===== src/rtl/drum_sched_pkg.sv =====
// Shared types and helpers for the DRUM multiplier scheduler.
// Holds the pipeline stage records, the round-robin pick helper and the
// fixed operand/product widths.
package drum_sched_pkg;

  localparam int OPW      = 8;
  localparam int PRODW    = 16;
  localparam int NREQ_MAX = 8;
  localparam int IDW_MAX  = 3;

  // Issue stage: operands waiting for the multiplier
  typedef struct packed {
    logic               v;
    logic [OPW-1:0]     a;
    logic [OPW-1:0]     b;
    logic [IDW_MAX-1:0] id;
    logic               exact;
  } iss_t;

  // Response stage: registered product presented downstream
  typedef struct packed {
    logic               v;
    logic [PRODW-1:0]   prod;
    logic [IDW_MAX-1:0] id;
  } rsp_t;

  typedef struct packed {
    logic               found;
    logic [IDW_MAX-1:0] idx;
  } pick_t;

  // First set bit of valid at or after ptr+1, wrapping modulo nreq.
  // Scanned from the farthest candidate down so the nearest one wins.
  function automatic pick_t rr_pick(input logic [NREQ_MAX-1:0] valid,
                                    input logic [IDW_MAX-1:0]  ptr,
                                    input logic [3:0]          nreq);
    pick_t      r;
    logic [3:0] j;
    r = '0;
    for (int k = NREQ_MAX; k >= 1; k--) begin
      if (k[3:0] <= nreq) begin
        j = {1'b0, ptr} + k[3:0];
        if (j >= nreq) j = j - nreq;
        if (valid[j[2:0]]) begin
          r.found = 1'b1;
          r.idx   = j[2:0];
        end
      end
    end
    return r;
  endfunction

endpackage


===== src/rtl/drum_mul_scheduler_if.sv =====
// Requester and response bus of the DRUM multiplier scheduler.
// Handshake rule (both directions): a beat transfers on the rising edge where
// valid and ready are both high; the source keeps its payload stable while
// valid is high and ready is low, and may drop a request before it is taken.
interface drum_mul_scheduler_if #(
  parameter int NREQ = 4,
  parameter int ID_W = $clog2(NREQ)
);
  logic [NREQ-1:0]   req_valid;
  logic [NREQ-1:0]   req_ready;
  logic [NREQ*8-1:0] req_a;
  logic [NREQ*8-1:0] req_b;
  logic [NREQ-1:0]   req_exact;
  logic              rsp_valid;
  logic              rsp_ready;
  logic [ID_W-1:0]   rsp_id;
  logic [15:0]       rsp_prod;
  logic              busy;

  modport master (
    output req_valid, req_a, req_b, req_exact, rsp_ready,
    input  req_ready, rsp_valid, rsp_id, rsp_prod, busy
  );

  modport slave (
    input  req_valid, req_a, req_b, req_exact, rsp_ready,
    output req_ready, rsp_valid, rsp_id, rsp_prod, busy
  );
endinterface


===== src/rtl/drum_rr_arbiter.sv =====
// Round-robin arbiter for the issue slot. rr_ptr holds the last granted
// requester; the search starts one past it. The pointer only moves on an
// actual transfer, so an idle or stalled slot does not disturb fairness.
module drum_rr_arbiter
  import drum_sched_pkg::*;
#(
  parameter int NREQ = 4
) (
  input  logic               clk,
  input  logic               rst_n,
  input  logic [NREQ-1:0]    valid,
  input  logic               adv,
  output logic [NREQ-1:0]    grant,
  output logic [IDW_MAX-1:0] grant_idx,
  output logic               grant_vld
);

  logic [IDW_MAX-1:0]  rr_ptr;
  logic [NREQ_MAX-1:0] valid_w;
  pick_t               pick;

  // Combinational grant; a grant implies the chosen requester is valid
  always_comb begin
    valid_w            = '0;
    valid_w[NREQ-1:0]  = valid;
    pick               = rr_pick(valid_w, rr_ptr, 4'(NREQ));
    grant_vld          = adv & pick.found;
    grant_idx          = pick.idx;
    grant              = '0;
    for (int i = 0; i < NREQ; i++) begin
      grant[i] = grant_vld && (pick.idx == IDW_MAX'(i));
    end
  end

  // Pointer follows accepted transfers only
  always_ff @(posedge clk) begin
    if (!rst_n) begin
      rr_ptr <= IDW_MAX'(NREQ - 1);
    end else if (grant_vld) begin
      rr_ptr <= pick.idx;
    end
  end

endmodule


===== src/rtl/main_drum.sv =====
// 8x8 unsigned DRUM approximate multiplier with a 4-bit kept segment.
// Operands below 16 pass through exactly; larger ones keep the 4 bits from the
// leading one down, force the lowest kept bit to 1 (unbiasing) and shift back.
module main_drum
  import drum_sched_pkg::*;
(
  input  logic [OPW-1:0]   a,
  input  logic [OPW-1:0]   b,
  output logic [PRODW-1:0] prod
);

  // Returns {shift[2:0], segment[3:0]}
  function automatic logic [6:0] drum_trunc(input logic [7:0] x);
    logic [2:0] lead;
    logic [2:0] sh;
    logic [7:0] s;
    lead = '0;
    for (int i = 0; i < 8; i++) begin
      if (x[i]) lead = i[2:0];
    end
    if (lead < 3'd4) begin
      drum_trunc = {3'b000, x[3:0]};
    end else begin
      sh = lead - 3'd3;
      s  = x >> sh;
      drum_trunc = {sh, s[3:1], 1'b1};
    end
  endfunction

  logic [6:0]  ta, tb;
  logic [15:0] seg_prod;

  // Multiply the kept segments and restore the dropped magnitude
  always_comb begin
    ta       = drum_trunc(a);
    tb       = drum_trunc(b);
    seg_prod = {12'b0, ta[3:0]} * {12'b0, tb[3:0]};
    prod     = seg_prod << ({1'b0, ta[6:4]} + {1'b0, tb[6:4]});
  end

endmodule


===== src/rtl/drum_mul_scheduler.sv =====
// Shares one DRUM approximate multiplier between NREQ requesters through a
// two-stage pipeline: ISS holds granted operands (feeding the multiplier
// combinationally), RSP holds the registered tagged product.
// Optional feature macro: DRUM_SCHED_EXACT_EN adds an exact 8x8 multiply
// selected per request by req_exact; without it req_exact is ignored.
module drum_mul_scheduler
  import drum_sched_pkg::*;
#(
  parameter int NREQ = 4,
  parameter int ID_W = $clog2(NREQ)
) (
  input logic                clk,
  input logic                rst_n,
  drum_mul_scheduler_if.slave bus
);

  iss_t               iss_q;
  rsp_t               rsp_q;
  logic               adv_rsp;
  logic               adv_iss;
  logic [NREQ-1:0]    grant;
  logic [IDW_MAX-1:0] grant_idx;
  logic               grant_vld;
  logic [OPW-1:0]     sel_a;
  logic [OPW-1:0]     sel_b;
  logic               sel_exact;
  logic [PRODW-1:0]   drum_prod;
  logic [PRODW-1:0]   iss_prod;

  // RSP can take a new value when empty or draining; ISS refills whenever it
  // is empty or moving into RSP. No grants are offered while in reset.
  assign adv_rsp = !rsp_q.v | bus.rsp_ready;
  assign adv_iss = rst_n & (!iss_q.v | adv_rsp);

  drum_rr_arbiter #(.NREQ(NREQ)) u_arb (
    .clk       (clk),
    .rst_n     (rst_n),
    .valid     (bus.req_valid),
    .adv       (adv_iss),
    .grant     (grant),
    .grant_idx (grant_idx),
    .grant_vld (grant_vld)
  );

  assign bus.req_ready = grant;

  // Operand select for the granted requester
  always_comb begin
    sel_a     = '0;
    sel_b     = '0;
    sel_exact = 1'b0;
    for (int i = 0; i < NREQ; i++) begin
      if (grant_idx == IDW_MAX'(i)) begin
        sel_a     = bus.req_a[i*OPW +: OPW];
        sel_b     = bus.req_b[i*OPW +: OPW];
        sel_exact = bus.req_exact[i];
      end
    end
  end

  main_drum u_drum (
    .a    (iss_q.a),
    .b    (iss_q.b),
    .prod (drum_prod)
  );

  // Product for the ISS entry; a zero operand always yields zero
  always_comb begin
    iss_prod = drum_prod;
`ifdef DRUM_SCHED_EXACT_EN
    if (iss_q.exact) iss_prod = {8'b0, iss_q.a} * {8'b0, iss_q.b};
`endif
    if (iss_q.a == '0 || iss_q.b == '0) iss_prod = '0;
  end

  // Pipeline registers: ISS loads on grant, RSP loads from ISS
  always_ff @(posedge clk) begin
    if (!rst_n) begin
      iss_q <= '0;
      rsp_q <= '0;
    end else begin
      if (adv_iss) begin
        iss_q.v <= grant_vld;
        if (grant_vld) begin
          iss_q.a  <= sel_a;
          iss_q.b  <= sel_b;
          iss_q.id <= grant_idx;
`ifdef DRUM_SCHED_EXACT_EN
          iss_q.exact <= sel_exact;
`else
          iss_q.exact <= 1'b0;
`endif
        end
      end
      if (adv_rsp) begin
        rsp_q.v <= iss_q.v;
        if (iss_q.v) begin
          rsp_q.prod <= iss_prod;
          rsp_q.id   <= iss_q.id;
        end
      end
    end
  end

  assign bus.rsp_valid = rsp_q.v;
  assign bus.rsp_id    = rsp_q.id[ID_W-1:0];
  assign bus.rsp_prod  = rsp_q.prod;
  assign bus.busy      = iss_q.v | rsp_q.v;

endmodule


===== src/flat_wrapper.sv =====
// flat-port wrapper written by rule: the top's interface ports become plain ports
module drum_mul_scheduler_flat import drum_sched_pkg::*;
#(
  parameter int NREQ = 4,
  parameter int ID_W = $clog2(NREQ)
)
  (clk, rst_n, bus_req_valid, bus_req_a, bus_req_b, bus_req_exact, bus_rsp_ready, bus_req_ready, bus_rsp_valid, bus_rsp_id, bus_rsp_prod, bus_busy);
  drum_mul_scheduler_if #(.NREQ(NREQ), .ID_W(ID_W)) bus_i ();
  input logic clk;
  input logic rst_n;
  input wire logic [$bits(bus_i.req_valid)-1:0] bus_req_valid;
  input wire logic [$bits(bus_i.req_a)-1:0] bus_req_a;
  input wire logic [$bits(bus_i.req_b)-1:0] bus_req_b;
  input wire logic [$bits(bus_i.req_exact)-1:0] bus_req_exact;
  input wire logic [$bits(bus_i.rsp_ready)-1:0] bus_rsp_ready;
  output wire logic [$bits(bus_i.req_ready)-1:0] bus_req_ready;
  output wire logic [$bits(bus_i.rsp_valid)-1:0] bus_rsp_valid;
  output wire logic [$bits(bus_i.rsp_id)-1:0] bus_rsp_id;
  output wire logic [$bits(bus_i.rsp_prod)-1:0] bus_rsp_prod;
  output wire logic [$bits(bus_i.busy)-1:0] bus_busy;
  assign bus_i.req_valid = bus_req_valid;
  assign bus_i.req_a = bus_req_a;
  assign bus_i.req_b = bus_req_b;
  assign bus_i.req_exact = bus_req_exact;
  assign bus_i.rsp_ready = bus_rsp_ready;
  assign bus_req_ready = bus_i.req_ready;
  assign bus_rsp_valid = bus_i.rsp_valid;
  assign bus_rsp_id = bus_i.rsp_id;
  assign bus_rsp_prod = bus_i.rsp_prod;
  assign bus_busy = bus_i.busy;
  drum_mul_scheduler #(.NREQ(NREQ), .ID_W(ID_W)) u_core (.clk(clk), .rst_n(rst_n), .bus(bus_i));
endmodule

===== config.mk =====
export PLATFORM = sky130hd
export DESIGN_NAME = drum_mul_scheduler_flat
export DESIGN_NICKNAME = d
export VERILOG_FILES = /design/src/rtl/drum_sched_pkg.sv /design/src/rtl/drum_mul_scheduler_if.sv /design/src/rtl/drum_rr_arbiter.sv /design/src/rtl/main_drum.sv /design/src/rtl/drum_mul_scheduler.sv /design/src/flat_wrapper.sv
export SDC_FILE = /design/constraint.sdc
export NUM_CORES = 1
export LEC_CHECK = 0
export CAP_MARGIN = 30
export CORE_AREA = 2 2 100 102
export DETAILED_ROUTE_END_ITERATION = 10
export DIE_AREA = 0 0 102 104
export PLACE_DENSITY = 0.76
export RECOVER_POWER = 25
export SYNTH_ARGS = -nofsm -noshare
export SYNTH_HDL_FRONTEND = slang
export SYNTH_SLANG_ARGS = --single-unit

===== constraint.sdc =====
create_clock -name clk -period 9.1 [get_ports clk]
set_clock_uncertainty 0.05 [all_clocks]
set_input_delay 1.82 -clock clk [delete_from_list [all_inputs] [get_ports clk]]
set_output_delay 1.82 -clock clk [all_outputs]
set_load 0.02 [all_outputs]

==> results of run 1 <==
[final cells by class]
class / count / share of cell area [%]
timing repair buffer: 106 / 18.3
multi-input combinational: 476 / 59.1
sequential: 41 / 14.0
clock buffer: 5 / 1.17
inverter: 54 / 3.46
clock inverter: 3 / 1.17
tap: 133 / 2.84
[routing by layer]
| metal | global-route usage, % | wire length, µm | vias up |
|---|---|---|---|
| met2 | 42.9 | 6650 | 248 |
| met5 | 0 | 0 | - |
| met4 | 7.14 | 294 | 0 |
| li1 | - | - | 2550 |
| met3 | 3.63 | 1180 | 29 |
| met1 | 37.2 | 6480 | 2486 |
[cells in the final DEF (no fill, tap or decap), types with 6 or more instances in the layout]
cell              n
a311o_1          17
a2111oi_0        32
o41ai_1          32
a221oi_2         13
dlygate4sd3_1    16
inv_1            52
mux2i_1          11
a221oi_1         21
a21oi_1          58
or2_2             7
ha_1             21
dfxtp_1          41
o211ai_1          6
clkdlybuf4s50_1  78
nor2_1           87
a211oi_1          6
o21ai_0          12
nand2b_1          6
nor3_1           10
nor2b_1           9
nand2_1          30
buf_4            10
[worst max-delay path, stage by stage]
cell	delay [ns]
clkdlybuf4s50_1	0.52
mux2i_1	0.11
a311o_1	0.38
a221oi_4	0.30
buf_4	0.41
nor3_4	0.05
o21ai_0	0.37
nand2_1	0.16
nor3_1	0.15
clkdlybuf4s50_1	0.63
[kinds of logic after synthesis]
logic type               count (synthesis)  share of synthesized area (%)
AO/OA/AOI/OAI                          255                           43.3
AND/OR/NAND/NOR                        174                           17.4
buffers and inverters                  107                           9.23
flip-flops                              41                           17.5
adder cells (fa/ha/maj)                 26                           7.72
multiplexers                            16                           4.02
XOR/XNOR                                 5                          0.932
[registers in the layout, indices dropped and copies added, names as in the netlist]
name / count
u_core.iss_q: 19
u_core.u_arb.rr_ptr: 3
u_core.bus.rsp_valid: 1
u_core.bus.rsp_prod: 16
u_core.bus.rsp_id: 2
[worst max-delay path by stage]
stage               depth (start not counted)                             endpoint  slack [ns]
floorplan                                  24  u_core.bus.rsp_prod[6]$_SDFFE_PN0P_        3.34
global placement                           10                     bus_req_ready[0]        2.37
detailed placement                         10                     bus_req_ready[0]        2.30
CTS                                        10                     bus_req_ready[0]        2.30
global route                               10                     bus_req_ready[0]        2.07
finish                                     10                     bus_req_ready[0]        2.31
[per-stage QoR]
step                      setup slack (ns)  utilization [%]  cell area, µm²
after floorplan                       3.34                -            4700
after global placement                2.37             59.3            5670
after detailed placement              2.30             59.9            5720
after CTS                             2.30             61.3            5860
after global routing                  2.07             61.3            5860
final                                 2.31             61.3            5860
==> run metrics, run 1 <==
status finished, final reports clean; DR pass1 iterations 5; DRC viols 0; DP Wirelength 10,300 µm; setup slack, reg-to-reg 2.87 ns; TritonCTS buffer count 5; Cells after DPL 810; post_cts resized 0; GR Util All Layers 26.7%; wirelength, routed 14,600 µm; FF/Latch Area 821 µm²; Crit. End Element output pin; Post-Syn Nets 725; Initial Utilization 49.2%; CTS tree yes; count of different cell masters after synthesis 69; top cell type's share of synthesized area 17.5%; initial antenna violation count 0; f_max 0.147 GHz; Post-Synthesis Cells 624; Worst setup SP type primary input; Filler cells 865; die area 10,600 µm²; Hold WS 0.416 ns; Yosys top cell by area dfxtp_1; routed vias 5,313; Port Buffer Count 94; Clock Tree Buf Depth 2; Die Span Y 104 µm; HP Class reg2reg; setup bufs post-CTS 0; clk root buf clkbuf_8; critical path arrival 4.92 ns; max-slew violation count 0; Slew headroom 48.3%; WL/cell 17.9 µm; Tcrit/Tclk final 74.6%; core area 9550 µm²; hold path startpoint u_core.iss_q[2]$_SDFFE_PN0P_; crit path kind in2out; total of max-cap violations 0; Worst R2R End u_core.bus.rsp_prod[7]$_SDFFE_PN0P_; number of routed nets with antenna violations 0; gp weighted congestion 0.883; ys flop type dfxtp_1; CP required 7.23 ns; Avg Cell Area, Syn 7.54 µm²; Final Non-Filler Cells 818; Synth warnings 0; most numerous cell in the Yosys netlist nor2_1; clk sink count 41; num ports 99; share of cells above drive strength 1 7.88%; crit path launch bus_req_valid[3]; Via density 6.50; Post-Syn Area 4700 µm²; top post-synthesis cells by area dfxtp_1 17%, nor2_1 6.9%, a21oi_1 6.2%, a2111oi_0 6.0%, o41ai_1 6.0%; diode count 0; flops & latches, synth 41; Critical R2R Launch u_core.iss_q[14]$_SDFFE_PN0P_; die width 102 µm; async set-or-reset flop fraction in the synthesized netlist 0%; fin crit period 6.79 ns; Commonest cells post-synth 87 x nor2_1, 58 x a21oi_1, 52 x inv_1, 41 x dfxtp_1, 37 x clkbuf_1; first-pass GRT wire length 23,800 µm; hold_buf cts 0; multi-input combinational cell area 3460 µm²; DR iter-0 viols 435; count of final hold-check violations 0; clock-pin slew on the worst setup and hold paths 0.08 ns; vias in the first global route 5,042; row cnt 36; # nets final 785; RSZ-0062 raised after global routing no; worst skew pair latency 0.30 ns; R2R cell count 23; final setup TNS 0 ns; Slew @ Worst Pin 0.756 ns; Worst Hold Path EP u_core.iss_q[2]$_SDFFE_PN0P_; post-synthesis sequential area ratio 17.5%; final setup vio count 0; number of stages on the worst hold path 2; total gr overflow 0; EDFF count, synth 0; Area Overhead vs Synth 24.6%; Crit Path Max Fanout 33; largest net degree at the start of global routing 45; CTS H-tree lvls 2
Power of run 1 is left out: the tool's default activity adds up to more than one toggle a clock period on the data nets, which glitch-free logic cannot reach.
==> run 2: changes to the inputs <==
==> constraint.sdc (replaced) <==
create_clock -name clk -period 6.6 [get_ports clk]
set_clock_uncertainty 0.05 [all_clocks]
set_input_delay 1.32 -clock clk [delete_from_list [all_inputs] [get_ports clk]]
set_output_delay 1.32 -clock clk [all_outputs]
set_load 0.02 [all_outputs]
==> run 2 against run 1 <==
Compared with the run above:
- via count is 0.23% higher
- worst hold slack improved by 0.0060 ns
- largest cell class unchanged
- die area stayed put
- utilization is 0.25 points lower
- sequential share of layout area grew 0.057 points
- worst setup slack worse by 1.9 ns
- register-to-register slack worse by 2.5 ns
==> run metrics, run 2 (synthesized netlist as in run 1, its figures left out) <==
num ports 99 (unchanged); Clock Tree Buf Depth 2 (unchanged); status finished, final reports clean (unchanged); Initial Utilization 49.2% (unchanged); core area 9550 µm² (unchanged); most frequent cells in the layout 87 x nor2_1, 79 x clkdlybuf4s50_1, 58 x a21oi_1, 52 x inv_1, 41 x dfxtp_1 (was 87 x nor2_1, 78 x clkdlybuf4s50_1, 58 x a21oi_1, 52 x inv_1, 41 x dfxtp_1); DP Wirelength 10,100 µm (was 10,300 µm); crit path launch u_core.iss_q[6]$_SDFFE_PN0P_ (was bus_req_valid[3]); Area Overhead vs Synth 24.1% (was 24.6%); clock-pin slew on the worst setup and hold paths 0.08 ns (about the same); share of cells above drive strength 1 7.74% (was 7.88%); Cells after DPL 810 (unchanged); vias in the first global route 4,952 (was 5,042); die area 10,600 µm² (unchanged); Critical R2R Launch u_core.iss_q[6]$_SDFFE_PN0P_ (was u_core.iss_q[14]$_SDFFE_PN0P_); largest net degree at the start of global routing 45 (unchanged); total gr overflow 0 (unchanged); Port Buffer Count 94 (unchanged); diode count 0 (unchanged); max-slew violation count 0 (unchanged); worst skew pair latency 0.29 ns (was 0.30 ns); Final Non-Filler Cells 818 (unchanged); first-pass GRT wire length 23,400 µm (was 23,800 µm); setup bufs post-CTS 0 (unchanged); Cell Area, Placed 5700 µm² (was 5720 µm²); DR pass1 iterations 5 (unchanged); CTS tree yes (unchanged); Crit. End Element flip-flop (was output pin); total of max-cap violations 0 (unchanged); routed vias 5,325 (was 5,313); Top reg by flops u_core.iss_q (unchanged); crit path kind reg2reg (was in2out); final setup vio count 0 (unchanged); hold_buf cts 0 (unchanged); CP required 6.74 ns (was 7.23 ns); Worst Hold Path EP u_core.bus.rsp_prod[5]$_SDFFE_PN0P_ (was u_core.iss_q[2]$_SDFFE_PN0P_); DR iter-0 viols 381 (was 435); WL/cell 17.5 µm (was 17.9 µm); leading cell type in the layout, fill and taps excluded nor2_1 (unchanged); DRC viols 0 (unchanged); R2R cell count 23 (unchanged); number of routed nets with antenna violations 0 (unchanged); f_max 0.162 GHz; Die Span Y 104 µm (unchanged); HP Class reg2reg (unchanged); critical path arrival 6.33 ns (was 4.92 ns); die width 102 µm (unchanged); Worst setup SP type flip-flop (was primary input); Tcrit/Tclk final 93.7%; Crit Path Max Fanout 8 (was 33); wirelength, routed 14,300 µm (was 14,600 µm); Hold WS 0.422 ns (was 0.416 ns); CTS H-tree lvls 2 (unchanged); setup slack, reg-to-reg 0.42 ns (was 2.87 ns); final setup TNS 0 ns (unchanged); initial antenna violation count 0 (unchanged); TritonCTS buffer count 5 (unchanged); GR Util All Layers 26.1% (was 26.7%); post_cts resized 0 (unchanged); number of stages on the worst hold path 1 (was 2); hold path startpoint u_core.bus.rsp_prod[5]$_SDFFE_PN0P_ (was u_core.iss_q[2]$_SDFFE_PN0P_); fin crit period 6.18 ns; clk sink count 41 (unchanged); Slew @ Worst Pin 1.26 ns (was 0.756 ns); RSZ-0062 raised after global routing no (unchanged); fin area 5830 µm² (was 5860 µm²); count of final hold-check violations 0 (unchanged); Worst R2R End u_core.bus.rsp_prod[7]$_SDFFE_PN0P_ (unchanged); # nets final 785 (unchanged); Slew headroom 16.0% (was 48.3%); gp weighted congestion 0.905 (was 0.883); max reg flops 19 (unchanged); clk root buf clkbuf_8 (unchanged); Via density 6.51 (was 6.50); row cnt 36 (unchanged)
==> run 2: cell count changes in the layout (fill, tap and decap cells not counted) <==
cell             delta
clkdlybuf4s50_1     +1
dlygate4sd3_1       -1
clkbuf_1            +1
buf_16              -1
==> run 2: worst max path at each step <==
stage	endpoint	slack, ns
after floorplan	u_core.bus.rsp_prod[6]$_SDFFE_PN0P_	0.84
final	u_core.bus.rsp_prod[7]$_SDFFE_PN0P_	0.42
after global routing	u_core.bus.rsp_prod[7]$_SDFFE_PN0P_	0.06
after global placement	u_core.bus.rsp_prod[7]$_SDFFE_PN0P_	0.66
after detailed placement	u_core.bus.rsp_prod[7]$_SDFFE_PN0P_	0.46
after CTS	u_core.bus.rsp_prod[7]$_SDFFE_PN0P_	0.46
==> run 2: cell type report <==
| cell class | count | area [µm²] |
|---|---|---|
| timing repair buffer | 106 | 1050 |
| tap | 133 | 166 |
| inverter | 54 | 203 |
| clock buffer | 5 | 68.8 |
| fill | 846 | 3710 |
| sequential | 41 | 821 |
| multi-input combinational | 476 | 3460 |
| clock inverter | 3 | 68.8 |
==> run 2: stage by stage <==
stage,setup slack (ns),util (%)
2_1_floorplan,0.843,-
4_1_cts,0.457,61.1
5_1_grt,0.0646,61.1
6_report,0.418,61.1
3_3_place_gp,0.658,59.4
3_5_place_dp,0.460,59.7
==> run 2: worst max-delay path: stages, from the launching register on <==
cell and delay, ns:
dfxtp_1 0.46, nor2b_1 0.08, o21bai_1 0.12, a21oi_1 0.09, or2_2 0.34, ha_1 0.22, ha_1 0.41, nand2_1 0.11
a31oi_1 0.16, nor3_1 0.09, a21oi_1 0.18, o2bb2ai_1 0.15, or2_2 0.31, fa_1 0.49, fa_1 0.55, inv_1 0.07
ha_1 0.31, a211oi_1 0.39, o21bai_1 0.20, mux2i_1 0.15, a211oi_1 0.43, mux2_2 0.27, mux2i_1 0.12, a32o_1 0.32
==> run 2: metal layers <==
layer / vias up / global-route usage, % / part of all wire (%)
li1: 2549 / - / -
met4: 0 / 6.95 / 1.4
met5: - / 0 / 0
met3: 22 / 5.24 / 9.0
met2: 260 / 42.7 / 46
met1: 2494 / 34.8 / 44
Power of run 2 is left out for the same reason.
==> run 3: changes to the inputs <==
--- a/config.mk
+++ b/config.mk
@@ -7,6 +7,7 @@
 export LEC_CHECK = 0
 export CAP_MARGIN = 30
 export CORE_AREA = 2 2 100 102
+export CTS_BUF_LIST = sky130_fd_sc_hd__clkbuf_8 sky130_fd_sc_hd__clkbuf_16
 export DETAILED_ROUTE_END_ITERATION = 10
 export DIE_AREA = 0 0 102 104
 export PLACE_DENSITY = 0.76
==> results of run 3 <==
No change in the layout: final DEF, timing and power equal those of run 2.
Power of run 3 is left out for the same reason.
